$ cat config.mk
export PLATFORM = sky130hd
export DESIGN_NAME = uart_rx
export DESIGN_NICKNAME = d
export VERILOG_FILES = /design/src/rtl/uart_rx.sv
export SDC_FILE = /design/constraint.sdc
export NUM_CORES = 1
export LEC_CHECK = 0
export CAP_MARGIN = 20
export CORE_MARGIN = 2
export CORE_UTILIZATION = 50
export CTS_BUF_LIST = sky130_fd_sc_hd__clkbuf_4 sky130_fd_sc_hd__clkbuf_8
export DETAILED_ROUTE_END_ITERATION = 12
export DONT_BUFFER_PORTS = 1
export PLACE_DENSITY = 0.68
export SLEW_MARGIN = 30
export SYNTH_ARGS = -nofsm -noshare
export SYNTH_HDL_FRONTEND = slang
export SYNTH_SLANG_ARGS = --single-unit
$ cat constraint.sdc
create_clock -name clk -period 1.7 [get_ports clk]
set_input_delay 0.085 -clock clk [delete_from_list [all_inputs] [get_ports clk]]
set_output_delay 0.085 -clock clk [all_outputs]
set_load 0.02 [all_outputs]
$ cat src/rtl/uart_rx.sv
// 8N1 UART receiver: two-flop synchroniser, mid-bit sampling FSM and a
// one-entry valid/ready output register with framing-error and overrun pulses.
module uart_rx #(
  parameter int freq = 27_000_000,
  parameter int baud = 115200
) (
  input  logic       clk,
  input  logic       rst,
  input  logic       rx,
  input  logic       ready,
  output logic [7:0] data,
  output logic       valid,
  output logic       frame_err,
  output logic       overrun,
  output logic       busy
);

  localparam int CPB  = freq / baud;
  localparam int HALF = CPB / 2;
  localparam int CW   = (CPB > 1) ? $clog2(CPB) : 1;

  localparam logic [CW-1:0] HALF_M1 = CW'(HALF - 1);
  localparam logic [CW-1:0] CPB_M1  = CW'(CPB - 1);

  localparam logic [2:0] IDLE  = 3'd0;
  localparam logic [2:0] START = 3'd1;
  localparam logic [2:0] DATA  = 3'd2;
  localparam logic [2:0] STOP  = 3'd3;
  localparam logic [2:0] BREAK = 3'd4;

  logic [1:0]    sync_reg;
  logic          rx_s;
  logic [2:0]    state_reg, state_next;
  logic [CW-1:0] cnt_reg, cnt_next;
  logic [2:0]    bit_reg, bit_next;
  logic [7:0]    shift_reg, shift_next;
  logic [7:0]    data_reg;
  logic          valid_reg;
  logic          frame_err_reg, frame_err_next;
  logic          overrun_reg;
  logic          deliver;
  logic          load;

  // Both stages idle high so reset never looks like a start bit.
  always_ff @(posedge clk) begin
    if (rst) sync_reg <= 2'b11;
    else     sync_reg <= {sync_reg[0], rx};
  end

  assign rx_s = sync_reg[1];

  always_comb begin
    state_next     = state_reg;
    cnt_next       = cnt_reg + CW'(1);
    bit_next       = bit_reg;
    shift_next     = shift_reg;
    deliver        = 1'b0;
    frame_err_next = 1'b0;
    case (state_reg)
      IDLE: begin
        cnt_next = '0;
        if (!rx_s) state_next = START;
      end
      START: begin
        if (cnt_reg == HALF_M1) begin
          cnt_next   = '0;
          bit_next   = 3'd0;
          state_next = rx_s ? IDLE : DATA;
        end
      end
      DATA: begin
        if (cnt_reg == CPB_M1) begin
          cnt_next   = '0;
          shift_next = {rx_s, shift_reg[7:1]};
          bit_next   = bit_reg + 3'd1;
          if (bit_reg == 3'd7) state_next = STOP;
        end
      end
      STOP: begin
        if (cnt_reg == CPB_M1) begin
          cnt_next       = '0;
          deliver        = rx_s;
          frame_err_next = !rx_s;
          state_next     = rx_s ? IDLE : BREAK;
        end
      end
      BREAK: begin
        // Held-low line must return high before another start can be seen.
        cnt_next = '0;
        if (rx_s) state_next = IDLE;
      end
      default: begin
        cnt_next   = '0;
        state_next = IDLE;
      end
    endcase
  end

  assign load = deliver && (!valid_reg || ready);

  always_ff @(posedge clk) begin
    if (rst) begin
      state_reg     <= IDLE;
      cnt_reg       <= '0;
      bit_reg       <= 3'd0;
      shift_reg     <= 8'd0;
      data_reg      <= 8'd0;
      valid_reg     <= 1'b0;
      frame_err_reg <= 1'b0;
      overrun_reg   <= 1'b0;
    end else begin
      state_reg     <= state_next;
      cnt_reg       <= cnt_next;
      bit_reg       <= bit_next;
      shift_reg     <= shift_next;
      frame_err_reg <= frame_err_next;
      overrun_reg   <= deliver && valid_reg && !ready;
      if (load) begin
        data_reg  <= shift_reg;
        valid_reg <= 1'b1;
      end else if (valid_reg && ready) begin
        valid_reg <= 1'b0;
      end
    end
  end

  assign data      = data_reg;
  assign valid     = valid_reg;
  assign frame_err = frame_err_reg;
  assign overrun   = overrun_reg;
  assign busy      = (state_reg != IDLE);

endmodule

* After elaboration in Yosys (flattened, before gate mapping)
Cells that the tools add are included.
** Cells by class
- Add/sub/neg operators :: 2
- Equal/unequal tests :: 13
- Muxes and demuxes :: 19
- Bitwise gates (word level) :: 2
- Reduce and logical (&&, ||, !) cells :: 17
** Operator list (number)
- 2-to-1 mux 3 bit :: 9
- 2-to-1 mux 8 bit :: 2
- one-hot mux 8 bit (2 select lines) :: 1
- one-hot mux 3 bit (5 select lines) :: 1
- inequality test 2 bit, second input constant :: 6
- adder 8 x 1 -> 8 bit, second input constant :: 1
- == test 8 x 7 -> 1 bit, second input constant :: 1
- == test 8 bit, second input constant :: 1
- == test 3 x 2 -> 1 bit, second input constant :: 2
- == test 3 bit, second input constant :: 2
- one-hot mux 3 bit (2 select lines) :: 1
- AND reduction 6 bit :: 1
- logical AND 1 bit :: 4
- 2-to-1 mux 1 bit :: 4
- nonzero test 2 bit :: 2
- adder 3 x 1 -> 3 bit, second input constant :: 1
- == test 3 x 1 -> 1 bit, second input constant :: 1
- logical NOT 1 bit :: 3
- logical NOT 3 bit :: 1
- AND reduction 3 bit :: 1
- nonzero test 3 bit :: 1
- OR reduction 3 bit :: 1
- 2-to-1 mux 2 bit :: 1
- inverter 1 bit :: 2
- 3 further kinds :: 3
** Storage, ports and cells
- Register bits :: 35
- Input bits :: 4
- Output and inout port bits :: 12
- Word-level logic and storage cells :: 62

* Longest topological paths before layout
Gate-level depths: netlist of the first run.
- Depth after elaboration :: 5
- Mapped depth :: 8
- Gate-level depth less buffers :: 7

* Worst setup path after synthesis of the first run
Ideal clock, no wire load.
- Path type :: register to register
- Start :: reg cnt_reg[0]
- End :: reg state_reg[0]
- Library setup time :: 0.123 ns
- Data arrival time :: 1.664 ns
- Required time :: 1.577 ns
- Slack :: -0.087 ns
- Stages on the path, launching flop included :: 7
- Buffers on the path :: 0
- Period minus slack after synthesis :: 1.787 ns
- Cell sequence :: dfxtp_1 -> ha_1 -> nand2_1 -> or4_4 -> o2bb2ai_2 -> nor2_4 -> mux2_1
** On the way
- Longest elaborated chain between the ends :: 3
** Ends and longest elaborated chain
- from (decl) :: line 34 : logic [CW-1:0] cnt_reg, cnt_next;
- from (signal assigned) :: line 113 : cnt_reg <= cnt_next;
- == test 8 bit / == test 8 x 7 -> 1 bit (equally long branches) :: line 72, 80, 65
- inequality test 2 bit (no line)
- AND reduction 6 bit (no line) (*)
- to (signal assigned) :: line 112 : state_reg <= state_next;
- to (decl) :: line 33 : logic [2:0] state_reg, state_next;
Mark *: on every way between the ends. The rest lies on a longest branch, timed or not.
A chain may end at the register's enable or synchronous reset.

* Worst setup path after layout of the first run
- Start :: reg cnt_reg[1]
- End :: reg state_reg[0]
Same word-level chain as after synthesis.

==> key figures, run 1 <==
Clock network
  – Cts hold-fix bufs: 7
  – CTS Buf Count: 5
  – Root buf cell: clkbuf_4
  – H-tree depth: 2
  – CTS tree: done
  – Worst skew pair latency: 0.34 ns
  – Clock-pin slew on the worst setup and hold paths: 0.11 ns
  – Worst-case clock buffer depth: 2
  – Clock tree sinks: 35

Final layout
  – Final Util: 70.2%
  – Fraction of layout cells with a size suffix above 1: 30.5%
  – Post-layout nets: 198
  – N_diodes: 0
  – Area of the multi-input gates: 828 um2
  – Most frequent cells in the layout: dfxtp_1 (32), nor2_1 (30), buf_4 (25), mux2i_1 (18), dlygate4sd3_1 (7)
  – Final Non-Filler Cells: 221
  – Fill count: 214
  – Final Cell Area: 1970 um2
  – Area Overhead vs Synth: 30.7%
  – Reg area: 707 um2
  – Most common cell after layout, fill and taps aside: dfxtp_1

Critical path
  – CP max stage delay: 0.44 ns
  – CP required: 1.94 ns
  – Crit end category: flop
  – Crit path DAT: 1.96 ns
  – Crit path max-delay cell type: or4_4
  – Reg2reg start: cnt_reg[1]
  – Crit Reg-Reg Endpoint: state_reg[0]
  – R2r setup slk: -0.02 ns
  – R2R depth: 7
  – Startpoint types: flop
  – Crit-path max FO: 4
  – Crit Path Class: reg -> reg
  – CP Cell Sequence: inv_4 > ha_4 > nand2_2 > or4_4 > o2bb2ai_4 > nor2_4 > mux2_4

Placed design
  – Port Buffers: 0
  – Pre-CTS WS: -0.0713 ns
  – Routability cong.: 0.830
  – Placed Instance Area: 1710 um2
  – Placed insts: 203
  – Detail Placement HPWL: 2110 um

GRT
  – Vias in the first global route: 1233
  – Initial antenna violation count: 0
  – Busiest grt layer: met2
  – Total GRT Usage: 20.7%
  – GR Util met3: 6.81%
  – Met1 Resource Use GR: 23.1%
  – First-pass GRT wire length: 5340 um
  – Pin count of the biggest net entering global routing: 30
  – GR Overflow Total: 0
  – Met2 Use GR: 34.4%

STA
  – Final hold violation count: 23
  – Final WS setup: -0.0246 ns
  – Slew HR: 78.0%
  – Fmax: 580 MHz
  – Minimum clock period: 1.72 ns
  – Final Hold Slack: -0.197 ns
  – Final setup violating endpoints: 1
  – Tcrit/Tclk final: 101%
  – Max Clock Skew: 0.00817 ns
  – Worst-margin pin slew: 0.330 ns
  – RSZ-0062 raised after global routing: true
  – Final Slew Violations: 0

Floorplanning
  – Die width: 58.9 um
  – Placeable Area: 2810 um2
  – Chip height: 58.9 um
  – I/O pin cnt: 16
  – Rows: 19
  – Initial cell density of the core: 53.7%
  – Die ar.: 3470 um2

Power
  – Power Total: 2.28 mW
  – Leak Pwr: 0.796 nW
  – Sw Pwr: 639 uW
  – Clk pwr share: 32.7%
  – Internal cell power: 1.64 mW
  – Sw Share: 28.1%
  – Comb power frac: 27.8%
  – Cell Pwr Density: 1160 nW/um2
  – Sequential share of power: 39.4%
  – IR drop worst, VDD: 0.669 mV

Routing
  – Residual DRC: 1
  – Iteration count of the initial detailed-routing pass: 8
  – ANT nets after route: 0
  – DR vias: 1183
  – 1st-iter DRT viols: 66
  – Routed wire length: 3180 um
  – Via-per-instance ratio: 5.35
  – Routed len/inst: 14.4 um

Min path
  – Hold Path Class: in -> reg
  – Hold Path End: bit_reg[1]
  – Hold Path Depth: 1
  – Hold path startpoint: rst

Synth
  – Yosys top cell by area: dfxtp_1
  – Synthesized area per cell: 9.66 um2
  – Synth Register Bits: 35
  – Yosys warns: 0
  – Post-Syn Area: 1510 um2
  – Synth top area share: 46.5%
  – Syn_nets: 165
  – Sequential share of the synthesized area: 46.5%
  – Mapped Cells: 156
  – Dominant cells by area after synthesis: dfxtp_1 (47%), mux2i_1 (12%), nor2_1 (7.5%)
  – Synth unique cells: 40

Outcome
  – Outcome: complete, but fails checks
  – Failing checks: DRC, hold timing, setup timing

Run
  – MaxCap Viol Count: 0
-- stage by stage --
stage / hold slack, ns / TNS [ns]
global route: -0.227 / -0.623
CTS: -0.217 / -0.0205
floorplan: 0.189 / -0.0488
finish: -0.197 / -0.0246
detailed placement: 0.165 / -0.279
global placement: 0.160 / -0.0236
-- timing repair --
| action | CTS | global route |
|---|---|---|
| buffers inserted | 2 | 1 |
| pin swaps | 2 | 7 |
| endpoints found under the setup margin | 13 | 31 |
| gates resized for setup | 7 | 11 |
| hold endpoints to repair | 29 | 23 |
-- layer usage --
metal / wire length [um] / part of all wire (%)
met5: 0 / 0
met4: 31 / 0.98
met3: 176 / 5.5
met2: 1600 / 50
met1: 1370 / 43
-- cell usage after synthesis, drive strengths merged --
cell and n:
dfxtp 35, nor2 31, mux2i 18, nand2 7, nand3 6, ha 5
inv 5, a21oi 4, clkbuf 4, nand2b 4, xor2 4, buf 3
nand4 3, and3 2, nor3 2, nor4 2, or2 2, or3 2
xnor2 2, a211o 1, a32oi 1, and4 1, mux2 1, nand3b 1
nor2b 1, nor4b 1, nor4bb 1, o211ai 1, o21ai 1, o21bai 1
o2bb2ai 1, o311a 1, or4 1, or4b 1
-- worst max-delay path by stage --
stage	endpoint	slack [ns]	from	cells past startpoint
2_1_floorplan	state_reg[0]	-0.05	cnt_reg[1]	7
3_3_place_gp	state_reg[0]	-0.02	cnt_reg[1]	7
3_5_place_dp	state_reg[0]	-0.07	cnt_reg[1]	7
4_1_cts	state_reg[0]	-0.02	cnt_reg[1]	7
5_1_grt	state_reg[0]	-0.09	cnt_reg[0]	8
6_report	state_reg[0]	-0.02	cnt_reg[1]	7
-- layout make-up --
class | instances | area share (%)
multi-input cells | 109 | 42.1
clock inverters | 3 | 3.43
flip-flops and latches | 35 | 35.9
inverters | 5 | 1.08
repair buffers | 33 | 13.7
well taps | 31 | 1.97
clock buffers | 5 | 1.91
-- worst max-delay path: cells and delay by family, from the launching register on --
kind                     cells  cell delay [ns]
multiplexers                 1             0.30
buffers and inverters        1             0.07
AND/OR/NAND/NOR              3             0.59
flip-flops                   1             0.35
adder cells (fa/ha/maj)      1             0.13
AO/OA/AOI/OAI                1             0.18
-- cell families after synthesis --
logic type               synth area share (%)
buffers and inverters                    3.40
AND/OR/NAND/NOR                          23.9
AO/OA/AOI/OAI                            5.81
XOR/XNOR                                 3.49
multiplexers                             12.7
flip-flops                               46.5
adder cells (fa/ha/maj)                  4.15
-- power by group through the flow --
stage	logic [mW]	registers (mW)	clock network, mW
after floorplan	0.321	0.911	0
after global placement	0.481	0.905	0
after detailed placement	0.497	0.906	0
after CTS	0.579	0.892	0.760
after global routing	0.670	0.904	0.804
final	0.634	0.899	0.745
No activity file was read; power rests on OpenSTA's default activity.
==> run 2: changes to the inputs <==
--- a/config.mk
+++ b/config.mk
@@ -7,11 +7,11 @@
 export LEC_CHECK = 0
 export CAP_MARGIN = 20
 export CORE_MARGIN = 2
-export CORE_UTILIZATION = 50
+export CORE_UTILIZATION = 58
 export CTS_BUF_LIST = sky130_fd_sc_hd__clkbuf_4 sky130_fd_sc_hd__clkbuf_8
 export DETAILED_ROUTE_END_ITERATION = 12
 export DONT_BUFFER_PORTS = 1
-export PLACE_DENSITY = 0.68
+export PLACE_DENSITY = 0.76
 export SLEW_MARGIN = 30
 export SYNTH_ARGS = -nofsm -noshare
 export SYNTH_HDL_FRONTEND = slang
==> constraint.sdc (replaced) <==
create_clock -name clk -period 1.7 [get_ports clk]
set_input_delay 0.085 -clock clk [delete_from_list [all_inputs] [get_ports clk]]
set_output_delay 0.085 -clock clk [all_outputs]
set_load 0.1 [all_outputs]
==> run 2 against run 1 <==
Setup slack got worse by 0.063 ns. Critical path depth rose by 2. Die area fell by 13%. Largest cell class unchanged. Utilization rose by 12 points. The run ends with setup timing left. Critical endpoint is now state_reg[2]. Register-to-register slack got worse by 0.06 ns. Sequential power fell by 0.6%. Global-route usage rose by 4.9 points. Via count rose by 5.4%.
==> key figures, run 2 (synthesis results as in run 1) <==
Final layout
  – Area of the multi-input gates: 837 um2 (+1.1%)
  – Fill count: 172 (-20%)
  – Area Overhead vs Synth: 34.9%
  – N_diodes: 0 (unchanged)
  – Most frequent cells in the layout: buf_4 (35), dfxtp_1 (31), nor2_1 (30), mux2i_1 (17), clkbuf_4 (6)
  – Post-layout nets: 205 (+3.5%)
  – Reg area: 708 um2 (+0.18%)
  – Most common cell after layout, fill and taps aside: buf_4
  – Fraction of layout cells with a size suffix above 1: 36.0% (+5.5 points)
  – Final Util: 82.0% (+12 points)

STA
  – Final Slew Violations: 0 (unchanged)
  – Tcrit/Tclk final: 105% (+3.7 points)
  – Slew HR: 40.8% (-37 points)
  – Final hold violation count: 0 (-100%)
  – Final Hold Slack: 0.00574 ns (+0.203 ns)
  – Minimum clock period: 1.79 ns (+0.0634 ns)
  – Max Clock Skew: 0.00688 ns (-0.00128 ns)
  – Final WS setup: -0.0880 ns (-0.0634 ns)
  – Worst-margin pin slew: 0.885 ns (+0.555 ns)
  – Fmax: 559 MHz (-3.5%)
  – Total negative slack: -0.407 ns (-0.383 ns)
  – RSZ-0062 raised after global routing: true
  – Final setup violating endpoints: 16 (+15)

Critical path
  – CP required: 1.96 ns (+0.02 ns)
  – CP Cell Sequence: inv_1 > ha_4 > nand4_1 > nor4b_2 > buf_4 > o2bb2ai_4 > nor2_4 > buf_6 > mux2i_2
  – Crit Path Class: reg -> reg
  – Crit-path max FO: 4 (unchanged)
  – Startpoint types: flop
  – CP max stage delay: 0.38 ns (-0.06 ns)
  – R2r setup slk: -0.09 ns (-0.06 ns)
  – Crit end category: flop
  – Crit path DAT: 2.05 ns (+0.09 ns)
  – Crit path buf inv count: 3 (+2)
  – Cell family with most CP delay: simple AND/OR/NAND/NOR gates
  – Crit path max-delay cell type: dfxtp_4

Floorplanning
  – Die ar.: 3020 um2 (-13%)
  – Placeable Area: 2480 um2 (-12%)
  – Rows: 18 (-1)
  – Die width: 55.0 um (-6.7%)
  – Chip height: 55.0 um (-6.7%)
  – Initial cell density of the core: 60.8% (+7.1 points)
  – I/O pin cnt: 16 (unchanged)

Routing
  – DR vias: 1247 (+5.4%)
  – Routed len/inst: 16.0 um (+11%)
  – Routed wire length: 3630 um (+14%)
  – ANT nets after route: 0 (unchanged)
  – Residual DRC: 0 (-1)
  – 1st-iter DRT viols: 20 (-70%)
  – Iteration count of the initial detailed-routing pass: 4 (-4)
  – Via-per-instance ratio: 5.49 (+2.6%)

Clock network
  – Root buf cell: clkbuf_4
  – Worst skew pair latency: 0.34 ns (about the same)
  – Worst-case clock buffer depth: 2 (unchanged)
  – CTS Buf Count: 5 (unchanged)
  – Clock tree sinks: 35 (unchanged)
  – Clock-pin slew on the worst setup and hold paths: 0.11 ns (about the same)
  – CTS tree: done
  – H-tree depth: 2 (unchanged)

GRT
  – Initial antenna violation count: 0 (unchanged)
  – Vias in the first global route: 1177 (-4.5%)
  – First-pass GRT wire length: 5260 um (-1.4%)
  – GR Overflow Total: 0 (unchanged)
  – Pin count of the biggest net entering global routing: 27 (-10%)
  – Total GRT Usage: 25.6% (+4.9 points)

Power
  – Leak Pwr: 0.862 nW (+8.3%)
  – IR drop worst, VDD: 1.44 mV (+120%)
  – Power Total: 2.44 mW (+7.2%)
  – Cell Pwr Density: 1200 nW/um2 (+3.9%)

Outcome
  – Failing checks: setup timing
  – Outcome: complete, but fails checks

Placed design
  – Routability cong.: 0.856 (+3.1%)
  – Port Buffers: 0 (unchanged)
  – Pre-CTS WS: -0.0835 ns (-0.0122 ns)
  – Detail Placement HPWL: 2240 um (+6.2%)

Min path
  – Hold Path Class: in -> reg

Run
  – MaxCap Viol Count: 0 (unchanged)
run 2: changes by cell type in the layout (fill, tap and decap cells not counted), sizes merged:
cell / delta
buf: +12
dlygate4sd3: -5
clkbuf: +1
clkinvlp: -1
run 2: final cells by class:
cell class	count	area share [%]
clock buffer	6	2.22
tap	30	1.85
inverter	5	0.924
multi-input combinational	109	41.2
timing repair buffer	40	16.0
clock inverter	2	2.96
sequential	35	34.9
run 2: worst register-to-register path, stage by stage, from the launching register on:
cell and delay (ns):
dfxtp_4 0.38, inv_1 0.11, ha_4 0.15, nand4_1 0.10, nor4b_2 0.28, buf_4 0.16
o2bb2ai_4 0.08, nor2_4 0.14, buf_6 0.12, mux2i_2 0.21
run 2: final timing paths:
| path | end | start | cells after the start |
|---|---|---|---|
| worst max-delay path | state_reg[2] | cnt_reg[0] | 9 |
| worst max register to register | state_reg[2] | cnt_reg[0] | 9 |
| worst min register to register | sync_reg[1] | sync_reg[0] | 1 |
| worst min-delay path | overrun | ready | 2 |
run 2: timing repair:
item                       in CTS  in global routing
setup endpoints to repair      14                 31
pin swaps                       9                  6
setup buffers                   2                  2
hold endpoints to repair       26                  0
hold buffers                    2                  0
resized for setup              12                  6
run 2: power by group:
part | internal, mW | leakage, nW | switching (mW) | total, mW
Combinational | 0.323 | 0.521 | 0.470 | 0.793
Clock | 0.475 | 0.0559 | 0.280 | 0.755
Sequential | 0.855 | 0.285 | 0.0390 | 0.894
run 2: per-stage QoR:
step / area (um2) / std cells
CTS: 1990 / 225
floorplan: 1530 / 156
global route: 2030 / 227
finish: 2030 / 227
global placement: 1800 / 213
detailed placement: 1800 / 213
run 2: metal layers:
metal	GRT usage, %	wire, um	vias to the layer above
met2	44.6	1870	36
met3	6.99	113	13
met1	27.9	1540	584
li1	-	-	614
met4	14.6	109	0
met5	0	0	-
==> run 3: changes to the inputs <==
==> constraint.sdc (replaced) <==
create_clock -name clk -period 1.7 [get_ports clk]
set_input_delay 0.17 -clock clk [delete_from_list [all_inputs] [get_ports clk]]
set_output_delay 0.17 -clock clk [all_outputs]
set_load 0.1 [all_outputs]
==> run 3 against run 2 <==
The run still ends with setup timing left. Clock power about the same. First-iteration DRC count decreased by 10%. Global-route usage increased by 0.11 points. Critical path depth unchanged. Final cell count unchanged. Wire length about the same. Total power increased by 0.51%. Highest routed layer unchanged.
==> key figures, run 3 (synthesis results as in run 1) <==
Outcome
  – Outcome: complete, but fails checks
  – Failing checks: setup timing

Routing
  – Routed len/inst: 16.0 um (about the same)
  – Routed wire length: 3630 um (about the same)
  – Via-per-instance ratio: 5.47 (-0.40%)
  – DR vias: 1242 (-0.40%)
  – ANT nets after route: 0 (unchanged)
  – Iteration count of the initial detailed-routing pass: 4 (unchanged)
  – 1st-iter DRT viols: 18 (-10%)
  – Residual DRC: 0 (unchanged)

Final layout
  – Final Non-Filler Cells: 227 (unchanged)
  – Area Overhead vs Synth: 35.1%
  – Post-layout nets: 205 (unchanged)
  – Most frequent cells in the layout: buf_4 (34), dfxtp_1 (31), nor2_1 (30), mux2i_1 (17), clkbuf_4 (6)
  – Most common cell after layout, fill and taps aside: buf_4
  – Fill count: 170 (-1.2%)
  – N_diodes: 0 (unchanged)
  – Final Util: 82.2% (+0.15 points)
  – Fraction of layout cells with a size suffix above 1: 36.0% (unchanged)

STA
  – Fmax: 559 MHz (about the same)
  – Final WS setup: -0.0877 ns (+0.000257 ns)
  – Worst-margin pin slew: 0.841 ns (-0.0436 ns)
  – Max Clock Skew: 0.00650 ns (-0.000382 ns)
  – Final hold violation count: 0 (unchanged)
  – Slew HR: 43.7% (+2.9 points)
  – RSZ-0062 raised after global routing: true
  – Minimum clock period: 1.79 ns (-0.000257 ns)
  – Final Slew Violations: 0 (unchanged)
  – Tcrit/Tclk final: 105% (about the same)
  – Final setup violating endpoints: 16 (unchanged)

Critical path
  – Crit path DAT: 2.05 ns (about the same)
  – Startpoint types: flop
  – Crit-path max FO: 4 (unchanged)
  – CP required: 1.96 ns (about the same)
  – Crit end category: flop
  – Crit Path Class: reg -> reg
  – R2R depth: 9 (unchanged)

Placed design
  – Placed insts: 213 (unchanged)
  – Detail Placement HPWL: 2240 um (unchanged)
  – Port Buffers: 0 (unchanged)
  – Routability cong.: 0.856 (unchanged)
  – Pre-CTS WS: -0.0835 ns (unchanged)

Floorplanning
  – I/O pin cnt: 16 (unchanged)
  – Die width: 55.0 um (unchanged)
  – Die ar.: 3020 um2 (unchanged)
  – Rows: 18 (unchanged)
  – Initial cell density of the core: 60.8% (unchanged)
  – Placeable Area: 2480 um2 (unchanged)
  – Chip height: 55.0 um (unchanged)

Clock network
  – CTS Buf Count: 5 (unchanged)
  – H-tree depth: 2 (unchanged)
  – CTS tree: done
  – Worst-case clock buffer depth: 2 (unchanged)
  – Root buf cell: clkbuf_4
  – Worst skew pair latency: 0.34 ns (about the same)
  – Clock-pin slew on the worst setup and hold paths: 0.11 ns (about the same)
  – Clock tree sinks: 35 (unchanged)

Run
  – MaxCap Viol Count: 0 (unchanged)

Power
  – IR drop worst, VDD: 1.57 mV (+9.1%)
  – Cell Pwr Density: 1210 nW/um2 (+0.33%)
  – Leak Pwr: 0.863 nW (+0.11%)
  – Power Total: 2.45 mW (+0.51%)

GRT
  – Vias in the first global route: 1178 (+0.085%)
  – First-pass GRT wire length: 5290 um (+0.40%)
  – GR Overflow Total: 0 (unchanged)
  – Pin count of the biggest net entering global routing: 25 (-7.4%)
  – Initial antenna violation count: 0 (unchanged)
  – Total GRT Usage: 25.8% (+0.11 points)

Min path
  – Hold Path Class: in -> reg
  – Hold Path Depth: 2 (unchanged)
-- run 3: repair_timing --
action / CTS / global route
setup buffers: 2 / 2
hold endpoints to repair: 24 / 0
pin swaps: 9 / 6
endpoints found under the setup margin: 14 / 32
gates resized for setup: 12 / 7
hold buffers: 2 / 0
-- run 3: final timing paths --
kind	endpoint	slack (ns)	start
worst max-delay path	state_reg[2]	-0.09	cnt_reg[0]
worst min-delay path	frame_err	0.06	rst
worst max register to register	state_reg[2]	-0.09	cnt_reg[0]
worst min register to register	sync_reg[1]	0.44	sync_reg[0]
-- run 3: critical path, stage by stage (launching register included) --
cell,delay (ns)
dfxtp_4,0.38
inv_1,0.11
ha_4,0.15
nand4_1,0.10
nor4b_2,0.28
buf_4,0.16
o2bb2ai_4,0.08
nor2_4,0.14
buf_6,0.11
mux2i_2,0.21
-- run 3: stage by stage --
stage                     cell area [um2]  TNS, ns  hold slack, ns
after floorplan                      1530  -0.0488           0.274
after detailed placement             1800   -0.337           0.241
final                                2040   -0.386          0.0595
after global routing                 2040    -2.31          0.0422
after CTS                            1990   -0.458          0.0527
after global placement               1800  -0.0116           0.240
-- run 3: final cells by class --
type	instances	area, um2	share of cell area (%)
clock buffer	6	45.0	2.21
inverter	5	18.8	0.922
timing repair buffer	40	329	16.2
clock inverter	2	60.1	2.95
multi-input combinational	109	837	41.1
tap	30	37.5	1.84
sequential	35	708	34.8
-- run 3: report_power, final --
group	switching, mW	internal [mW]
sequential	0.0386	0.855
combinational	0.471	0.337
clock	0.278	0.475
-- run 3: per-layer routing --
layer / wire length, um / GRT usage, %
met2: 1890 / 44.4
met5: 0 / 0
met3: 100 / 6.99
met1: 1520 / 28.4
met4: 109 / 14.6
